==> src/rtl/i2s_dac_tx.sv <==
// I2S transmitter: one-sample holding buffer, BCLK/LRCLK generation, 24-bit MSB-first slots in 32-bit halves.
// Optional I2S_TX_STEREO_EN adds a separate right-channel input; otherwise the left sample is sent on both channels.
module i2s_dac_tx #(
  parameter int BCLK_DIV = 4
) (
  input  logic        clk,
  input  logic        reset,
  input  logic [31:0] sample_in,
  input  logic        sample_valid,
`ifdef I2S_TX_STEREO_EN
  input  logic [31:0] sample_in_r,
`endif
  output logic        sample_ready,
  output logic        bclk,
  output logic        lrclk,
  output logic        sdata,
  output logic        sample_tick,
  output logic        underrun
);

  localparam int DIVW = (BCLK_DIV > 2) ? $clog2(BCLK_DIV) : 1;
  localparam logic [DIVW-1:0] DIV_LAST = DIVW'(BCLK_DIV - 1);

  logic [DIVW-1:0] r_div_cnt;
  logic            r_bclk;
  logic [5:0]      r_bit_cnt;
  logic            r_lrclk;
  logic            r_sdata;
  logic            r_full;
  logic [23:0]     r_hold_l;
  logic [23:0]     r_frame_l;
  logic            r_tick;
  logic            r_underrun;

  logic            w_div_end;
  logic            w_fall;
  logic            w_load;
  logic            w_accept;
  logic [5:0]      w_bit_nxt;
  logic            w_slot_bit;
  logic [23:0]     w_in_r;
  logic [23:0]     w_frame_r;
  logic            w_unused_hi;

`ifdef I2S_TX_STEREO_EN
  logic [23:0]     r_hold_r;
  logic [23:0]     r_frame_r;

  assign w_in_r      = sample_in_r[23:0];
  assign w_frame_r   = r_frame_r;
  assign w_unused_hi = ^{sample_in[31:24], sample_in_r[31:24]};
`else
  assign w_in_r      = sample_in[23:0];
  assign w_frame_r   = r_frame_l;
  assign w_unused_hi = ^sample_in[31:24];
`endif

  assign w_div_end  = (r_div_cnt == DIV_LAST);
  assign w_fall     = w_div_end & r_bclk;
  assign w_bit_nxt  = r_bit_cnt + 6'd1;
  assign w_load     = w_fall & (r_bit_cnt == 6'd63);
  assign w_accept   = sample_valid & ~r_full;

  assign sample_ready = ~r_full;
  assign bclk         = r_bclk;
  assign lrclk        = r_lrclk;
  assign sdata        = r_sdata;
  assign sample_tick  = r_tick;
  assign underrun     = r_underrun;

  // Slots 0 and 32 stay zero, giving the one-bit delay after each lrclk edge.
  always_comb begin
    w_slot_bit = 1'b0;
    if ((w_bit_nxt >= 6'd1) && (w_bit_nxt <= 6'd24)) begin
      w_slot_bit = r_frame_l[5'(6'd24 - w_bit_nxt)];
    end else if ((w_bit_nxt >= 6'd33) && (w_bit_nxt <= 6'd56)) begin
      w_slot_bit = w_frame_r[5'(6'd56 - w_bit_nxt)];
    end
  end

  always_ff @(posedge clk or negedge reset) begin
    if (!reset) begin
      r_div_cnt <= '0;
      r_bclk    <= 1'b0;
      r_bit_cnt <= '1;
      r_lrclk   <= 1'b1;
      r_sdata   <= 1'b0;
    end else begin
      r_div_cnt <= w_div_end ? '0 : r_div_cnt + 1'b1;
      if (w_div_end) begin
        r_bclk <= ~r_bclk;
      end
      if (w_fall) begin
        r_bit_cnt <= w_bit_nxt;
        r_lrclk   <= w_bit_nxt[5];
        r_sdata   <= w_slot_bit;
      end
    end
  end

  // An accept coinciding with a load on an empty buffer goes straight into the frame register.
  always_ff @(posedge clk or negedge reset) begin
    if (!reset) begin
      r_full     <= 1'b0;
      r_hold_l   <= '0;
      r_frame_l  <= '0;
      r_tick     <= 1'b0;
      r_underrun <= 1'b0;
`ifdef I2S_TX_STEREO_EN
      r_hold_r   <= '0;
      r_frame_r  <= '0;
`endif
    end else begin
      r_tick     <= w_load;
      r_underrun <= w_load & ~r_full & ~w_accept;
      if (w_load) begin
        if (r_full) begin
          r_frame_l <= r_hold_l;
`ifdef I2S_TX_STEREO_EN
          r_frame_r <= r_hold_r;
`endif
          r_full    <= 1'b0;
        end else if (w_accept) begin
          r_frame_l <= sample_in[23:0];
`ifdef I2S_TX_STEREO_EN
          r_frame_r <= w_in_r;
`endif
        end
      end else if (w_accept) begin
        r_hold_l <= sample_in[23:0];
`ifdef I2S_TX_STEREO_EN
        r_hold_r <= w_in_r;
`endif
        r_full   <= 1'b1;
      end
    end
  end

endmodule

==> config.mk <==
export PLATFORM = sky130hd
export DESIGN_NAME = i2s_dac_tx
export DESIGN_NICKNAME = d
export VERILOG_FILES = /design/src/rtl/i2s_dac_tx.sv
export SDC_FILE = /design/constraint.sdc
export NUM_CORES = 1
export LEC_CHECK = 0
export ABC_AREA = 1
export BUFFER_PORTS_ARGS = -buffer_cell sky130_fd_sc_hd__buf_4
export CORE_MARGIN = 3
export CORE_UTILIZATION = 49
export CTS_CLUSTER_DIAMETER = 50
export DETAILED_ROUTE_END_ITERATION = 8
export PLACE_DENSITY = 0.72
export SYNTH_ARGS = -nofsm -noshare
export SYNTH_HDL_FRONTEND = slang
export SYNTH_SLANG_ARGS = --single-unit
==> constraint.sdc <==
create_clock -name clk -period 2.07 [get_ports clk]
set_input_delay 0.414 -clock clk [delete_from_list [all_inputs] [get_ports clk]]
set_output_delay 0.414 -clock clk [all_outputs]
set_load 0.05 [all_outputs]
## Word-level counts from Yosys, hierarchy flattened

Cells that the tools add are included.

| cells by class | value |
|---|---|
| equality and inequality tests | 2 |
| reduce and logical (&&, ||, !) cells | 6 |
| bitwise logic cells | 9 |
| order comparisons | 6 |
| $add $sub $neg | 4 |
| muxes and demuxes | 11 |

Operators with widths:

| operator | number |
|---|---|
| $mux W24 | 2 |
| $lt A5 B6 Y1 const B | 2 |
| $bmux W1 S5 | 2 |
| $sub A5 B5 Y5 const A | 2 |
| $add A6 B1 Y6 const B | 1 |
| $eq A6 B6 Y1 const B | 1 |
| $ge A6 B1 Y1 const B | 1 |
| $ge A6 B6 Y1 const B | 1 |
| $le A6 B5 Y1 const B | 1 |
| $le A6 B6 Y1 const B | 1 |
| $mux W1 | 6 |
| $and A1 B1 Y1 | 5 |
| $not A1 Y1 | 4 |
| $reduce_and A2 Y1 | 2 |
| $reduce_bool A2 Y1 | 2 |
| $add A2 B1 Y2 const B | 1 |
| $eq A2 B2 Y1 const B | 1 |
| $logic_and A1 B1 Y1 | 2 |
| $mux W2 | 1 |

| word-level totals | value |
|---|---|
| input port bits | 35 |
| flip-flop bits (word level) | 62 |

## Depth between registers and ports, before layout

Gate-level depths: netlist (run 1).

| logic depth | value |
|---|---|
| depth after elaboration | 6 |
| gate-level depth with buffers | 15 |
| gate-level depth less buffers | 14 |

## Worst setup path before layout (run 1)

OpenSTA, ideal clock, no wires.

| timing | value |
|---|---|
| path type | reg-to-reg |
| start point | reg r_bit_cnt[0] |
| end point | reg r_sdata, in the netlist sdata |
| arrival time | 1.856 ns |
| library setup time | 0.118 ns |
| stages on the path, launching flop included | 16 |
| setup slack | 0.096 ns |
| clock period less this slack | 1.974 ns |
| data required time | 1.952 ns |
| cell sequence | dfstp_2 clkbuf_2 inv_1 ha_1 inv_2 nand2_2 inv_2 nand2_1 nand2_1 nand2_1 inv_1 nand2_1 nand3_1 nand2_1 nand2_1 nand2_1 |

| on the way | value |
|---|---|
| word-level cells in the longest chain between the ends | 6 |
| elaborated cells between the ends (all ways) | 15 |

Ends and longest elaborated chain:

| element | line | text |
|---|---|---|
| from (decl) | 26 | `logic [5:0] r_bit_cnt;` |
| from (signal assigned) | 94 | `r_bit_cnt <= w_bit_nxt;` |
| $add A6 B1 Y6 (*) | 60 | `assign w_bit_nxt = r_bit_cnt + 6'd1;` |
| net w_bit_nxt[0] | 39 | `logic [5:0] w_bit_nxt;` |
| $sub A5 B5 Y5 | 75, 77 |  |
| $bmux W1 S5 | 75, 77 |  |
| $mux W1 (implied by the code) | 75, 77 |  |
| $mux W1 | 76 | `end else if ((w_bit_nxt >= 6'd33) && (w_bit_nxt <= 6'd56)) begin` |
| $mux W1 (*) | 74 | `if ((w_bit_nxt >= 6'd1) && (w_bit_nxt <= 6'd24)) begin` |
| to (signal assigned) | 96 | `r_sdata <= w_slot_bit;` |
| to (decl) | 28 | `logic r_sdata;` |

The timed path passes the listed nets; every way through them passes the cells marked *. The select of a mux whose other input is x is not followed.
A chain may end at the register's enable or synchronous reset.

## Worst setup path after layout (run 1)

Ends and elaborated chain as after synthesis.

==> flow_summary_export.csv, run 1 <==
group,metric,value,unit
setup_path,crit_arrival,2.09,ns
cells_and_area,nFillCells,531,
hold_path,hp-class,"input port to async pin",
setup_path,crit_fanout,6,
synthesis,syn_area,3040,sq um
synthesis,synth_ff_type,"dfrtp_1",
cells_and_area,syn2layout_area_growth,18.6,%
route,vias_per_cell,4.98,
clocking,cts_tree,"done",
route,drcViolationCount,0,
timing,min_period,1.87,ns
setup_path,cp_slowest_cell,"dfstp_2",
route,wl_per_cell,12.2,um
synthesis,ys.warnings.count,0,
setup_path,required,2.29,ns
cells_and_area,drive_above_1_share,17.8,%
timing,slew_viol_final,0,
die,initial_utilization,51.1,%
power,p_total,2.24,mW
timing,tns,0,ns
synthesis,avgSynthCellArea,7.94,sq um
die,rows,28,
setup_path,worst_path_dominant_cell_family,"flip-flops",
timing,max_slew.worst_pin.slew,0.749,ns
clocking,clk_pin_slew_worst_paths,0.07,ns
clocking,clk_latency,0.33,ns
route,totalWireLength,6080,um
place,io_buffers,32,
route,vias,2476,
timing,relSlewSlack,50.1,%
synthesis,synth_top_area_cell,"dfrtp_1",
power,power_leakage,1.79,nW
synthesis,yosysMostFrequentCell,"nand2_1",
cells_and_area,antenna_cells,0,
global_route,antenna_found_initial,0,
power,power_per_cell_area,620,nW/um^2
cells_and_area,final_nets,456,
clocking,htree_levels,3,
synthesis,synth_cell_types,27,
die,die-width,84.8,um
clocking,clockBufferDepth,2,
timing,fmax,535,MHz
setup_path,crit_path_frequent_cell,"nand2_1",
setup_path,criticalPathCategory,"register to register",
timing,finalClockSkew,0.00688,ns
clocking,cts_sinks,61,
cells_and_area,design_area,3610,sq um
synthesis,synth_top_area_share,45.2,%
cells_and_area,ff_latch_area,1530,sq um
cells_and_area,multi_input_area,1210,sq um
setup_path,cp_num_buf_inv,2,
global_route,grt_pass1_vias,2319,
setup_path,r2r_start,"r_bit_cnt[0]$_DFFE_PN1P_",
die,die_area,7190,sq um
synthesis,synth_seq_area_share,50.4,%
setup_path,cp-start-kind,"register",
setup_path,r2r-end,"sdata$_DFFE_PN0P_",
setup_path,r2r_slack,0.20,ns
synthesis,ys_top_cells_by_area,"dfrtp_1 (45%), nand2_1 (15%), o21ai_0 (9.9%)",
global_route,grt-ovfl-total,0,
power,irDropWorstVdd,379,uV
cells_and_area,fin_util,60.6,%
place,gp_routability_congestion,0.855,
place,dpl-instance-area,3380,sq um
die,core_area,5960,sq um
die,die_h,84.8,um
timing,fin_crit_sh,90.4,%
timing,final_hold_viol_count,0,
synthesis,synth_commonest_cells,"nand2_1 (118), o21ai_0 (60), dfrtp_1 (55)",
route,dr.first_iter.drc_count,129,
setup_path,worst_setup_path_end_kind,"register",
flow_run,cap_violations,0,
timing,rsz0062_at_grt,"false",
timing,hold_ws,0.146,ns
route,antenna_left,0,
global_route,track_usage,18.2,%
synthesis,synth_edf_count,0,
setup_path,critPathMaxStageDelay,0.58,ns
clocking,numCtsBuffers,9,
global_route,grt_max_degree,62,
synthesis,synth_nets,421,
outcome,status,"completed",
synthesis,async_reset_ff_share,100,%
synthesis,postSynthCellCount,383,
setup_path,cp_cell_sequence,"inv_1, ha_4, buf_4, o21ai_0, nand2_1, nand2_1, nand2_1, nand2_1, nand2_1, nand3_1, nand2_1, nand2_1, nand2_1",
clocking,cts_root_buffer,"clkbuf_8",
setup_path,reg2reg_depth,13,
synthesis,synth-seq-cells,61,
die,ios,41,
route,dr.pass1.iters,4,
timing,setup_viol,0,
place,hpwl,4110,um
global_route,grt_pass1_wl,10500,um
-- cells in the final DEF, fill, tap and decap left out, types with 4 or more instances in the layout --
cell      instances
clkbuf_8         12
buf_4            39
buf_12            4
nor2_1           14
dfstp_2           6
dfrtp_1          55
nand2_1         115
o211ai_1         12
inv_1            53
nand2_2           4
o21ai_0          59
nand3_1          13
o21a_1           12
-- cell families (layout without fill, tap and decap cells) --
logic type               after synthesis  in the layout  share of synthesized area (%)
adder cells (fa/ha/maj)                3              3                           1.23
buffers and inverters                 75            114                           10.5
AND/OR/NAND/NOR                      153            153                           20.2
XOR/XNOR                               2              2                          0.576
AO/OA/AOI/OAI                         89             89                           17.1
flip-flops                            61             61                           50.4
-- worst max path at each step --
stage / start / end / slack (ns) / cells after the start
after detailed placement: r_bit_cnt[0]$_DFFE_PN1P_ / sdata$_DFFE_PN0P_ / 0.10 / 14
after global placement: r_bit_cnt[0]$_DFFE_PN1P_ / sdata$_DFFE_PN0P_ / 0.13 / 14
final: r_bit_cnt[0]$_DFFE_PN1P_ / sdata$_DFFE_PN0P_ / 0.20 / 13
after global routing: r_bit_cnt[0]$_DFFE_PN1P_ / sdata$_DFFE_PN0P_ / 0.02 / 14
after CTS: r_bit_cnt[0]$_DFFE_PN1P_ / sdata$_DFFE_PN0P_ / 0.09 / 14
after floorplan: r_bit_cnt[0]$_DFFE_PN1P_ / sdata$_DFFE_PN0P_ / 0.1 / 15
-- cell type report --
class | instances | share of cell area (%)
inverters | 56 | 5.82
well taps | 75 | 2.60
flip-flops and latches | 61 | 42.5
clock inverters | 3 | 0.555
clock buffers | 12 | 4.58
multi-input cells | 247 | 33.6
repair buffers | 43 | 10.3
-- worst reg2reg max path, delay by kind of cell, from the launching register on --
kind                     cells  cell delay (ns)
buffers and inverters        2             0.25
AND/OR/NAND/NOR              9             0.50
AO/OA/AOI/OAI                1             0.16
flip-flops                   1             0.58
adder cells (fa/ha/maj)      1             0.26
-- what timing repair did --
item	CTS	global route
hold buffers	0	0
setup endpoints to repair	0	1
resized for setup	0	6
setup buffers	0	2
-- sequential cells by signal (all words and copies together) (netlist names) --
signal and cells:
sdata 1, r_full 1, underrun 1, r_bit_cnt 6, r_div_cnt 2, bclk 1, r_frame_l 24, r_hold_l 24
sample_tick 1
-- power breakdown --
group	leakage, nW	switching (mW)	internal, mW
combinational	0.877	0.0396	0.0340
sequential	0.822	0	1.19
clock	0.0905	0.450	0.524
total	1.79	0.489	1.75
-- per-layer routing --
| metal | GRT usage [%] | vias to the layer above | routed length [um] |
|---|---|---|---|
| met5 | 0 | - | 0 |
| met4 | 6.47 | 0 | 63 |
| met3 | 4.51 | 5 | 215 |
| met2 | 28.0 | 46 | 2910 |
| met1 | 25.2 | 1143 | 2900 |
| li1 | - | 1282 | - |
-- stage by stage --
step                instances  worst slack, ns
floorplan                 383           0.0959
global placement          480            0.131
detailed placement        480            0.102
CTS                       495           0.0894
global route              497           0.0174
finish                    497            0.199
Note: power is estimated with default switching activity, not from simulation.
==> run 2, diff against run 1 <==
==> constraint.sdc (replaced) <==
create_clock -name clk -period 2.07 [get_ports clk]
set_input_delay 0.1035 -clock clk [delete_from_list [all_inputs] [get_ports clk]]
set_output_delay 0.1035 -clock clk [all_outputs]
set_load 0.05 [all_outputs]
==> flow_summary_export.csv, run 2 (synthesis results as in run 1) <==
group,metric,value,unit
setup_path,crit_arrival,2.12,ns
global_route,grt_pass1_wl,10400,um
timing,finalClockSkew,0.00954,ns
cells_and_area,fin_util,60.1,%
place,io_buffers,32,
flow_run,cap_violations,0,
timing,relSlewSlack,50.2,%
clocking,clockBufferDepth,2,
route,dr.pass1.iters,5,
setup_path,critPathMaxStageDelay,0.58,ns
cells_and_area,multi_input_area,1200,sq um
route,totalWireLength,5800,um
clocking,cts_sinks,61,
die,initial_utilization,51.1,%
cells_and_area,final_nets,455,
timing,min_period,1.90,ns
timing,setup_viol,0,
clocking,cts_root_buffer,"clkbuf_8",
timing,fmax,526,MHz
power,power_per_cell_area,627,nW/um^2
power,irDropWorstVdd,447,uV
global_route,grt_max_degree,62,
global_route,track_usage,18.0,%
setup_path,required,2.29,ns
setup_path,cp_slowest_cell,"dfstp_2",
cells_and_area,nFillCells,553,
timing,max_slew.worst_pin.slew,0.748,ns
die,core_area,5960,sq um
cells_and_area,drive_above_1_share,16.2,%
place,dp_slack,0.168,ns
power,power_leakage,1.77,nW
setup_path,cp-start-kind,"register",
route,wl_per_cell,11.7,um
clocking,clk_pin_slew_worst_paths,0.07,ns
timing,slew_viol_final,0,
setup_path,cp_cell_sequence,"inv_1, ha_4, buf_4, nand2_1, nand2_1, nand2_1, nand2_1, nand2_1, nand2_1, nand2_1, nand3_1, nand2_1, nand2_1, nand2_1",
cells_and_area,largestRegisters,"r_frame_l (24), r_hold_l (24), r_bit_cnt (6)",
cells_and_area,final_common_cell,"nand2_1",
timing,hold_ws,0.0537,ns
route,vias_per_cell,4.97,
clocking,numCtsBuffers,9,
outcome,status,"completed",
hold_path,hp-class,"input port to register",
timing,fin_crit_sh,91.9,%
route,drcViolationCount,0,
die,die_area,7190,sq um
timing,layout_setup_ws,0.168,ns
clocking,cts_tree,"done",
cells_and_area,antenna_cells,0,
route,antenna_left,0,
setup_path,criticalPathCategory,"register to register",
die,rows,28,
global_route,grt-ovfl-total,0,
clocking,clk_latency,0.33,ns
die,die-width,84.8,um
route,dr.first_iter.drc_count,113,
die,ios,41,
die,die_h,84.8,um
global_route,antenna_found_initial,0,
place,gp_routability_congestion,0.884,
route,vias,2459,
place,hpwl,3900,um
setup_path,crit_fanout,6,
cells_and_area,syn2layout_area_growth,17.7,%
global_route,grt_pass1_vias,2350,
setup_path,worst_setup_path_end_kind,"register",
setup_path,crit_path_frequent_cell,"nand2_1",
cells_and_area,ff_latch_area,1530,sq um
timing,final_hold_viol_count,0,
cells_and_area,layout_common_cells,"nand2_1 (118), o21ai_0 (59), dfrtp_1 (55)",
clocking,htree_levels,3,
[run 2: cell count changes in the layout (fill, tap and decap cells not counted)]
| cell | previous run | this run |
|---|---|---|
| nand2_1 | 115 | 118 |
| clkbuf_8 | 12 | 13 |
| dlygate4sd3_1 | 0 | 2 |
| nand2_2 | 4 | 2 |
| buf_4 | 39 | 37 |
| nand2_4 | 1 | 0 |
| clkinvlp_4 | 2 | 0 |
| buf_12 | 4 | 3 |
[run 2: per-stage QoR]
step | cells | cell area, sq um | power (mW) | TNS (ns)
floorplan | 383 | 3040 | 1.23 | 0
global placement | 478 | 3360 | 1.29 | 0
detailed placement | 478 | 3360 | 1.29 | 0
CTS | 494 | 3560 | 2.28 | 0
global route | 495 | 3580 | 2.33 | -0.00616
finish | 495 | 3580 | 2.25 | 0
[run 2: timing repair]
action,CTS,global route
endpoints found under the hold margin,56,0
hold buffers,2,0
setup buffers,0,1
setup endpoints to repair,0,1
gates resized for setup,0,2
[run 2: final timing paths]
path,from,slack (ns),end,cells past startpoint
worst max-delay path,r_bit_cnt[1]$_DFFE_PN1P_,0.17,sdata$_DFFE_PN0P_,14
worst min-delay path,sample_in[11],0.05,r_hold_l[11]$_DFFE_PN0P_,3
worst max register to register,r_bit_cnt[1]$_DFFE_PN1P_,0.17,sdata$_DFFE_PN0P_,14
worst min register to register,r_div_cnt[0]$_DFF_PN0_,0.43,r_div_cnt[0]$_DFF_PN0_,1
max in group asynchronous,reset,1.18,r_hold_l[18]$_DFFE_PN0P_,2
min in group asynchronous,reset,0.39,bclk$_DFFE_PN0P_,2
[run 2: cell type report]
class | instances | area share, %
multi-input cells | 247 | 33.5
well taps | 75 | 2.62
flip-flops and latches | 61 | 42.8
inverters | 56 | 5.87
clock inverters | 1 | 0.140
repair buffers | 42 | 9.99
clock buffers | 13 | 5.00
[run 2: power breakdown]
group	total (mW)	switching (mW)	internal (mW)
logic	0.0768	0.0403	0.0365
registers	1.19	0	1.19
clock network	0.976	0.425	0.550
total	2.25	0.465	1.78
[run 2: critical path: cells and delay by family, from the launching register on]
kind / cells / cell delay (ns)
adders and majority gates: 1 / 0.28
buffers and inverters: 2 / 0.21
DFF: 1 / 0.58
and+or+nand+nor: 11 / 0.71
[run 2: metal layers]
metal,vias to the layer above,track usage (%),share of wire [%]
li1,1278,-,-
met1,1118,25.2,49
met2,53,26.5,44
met3,10,4.22,4.6
met4,0,8.20,1.9
met5,-,0,0
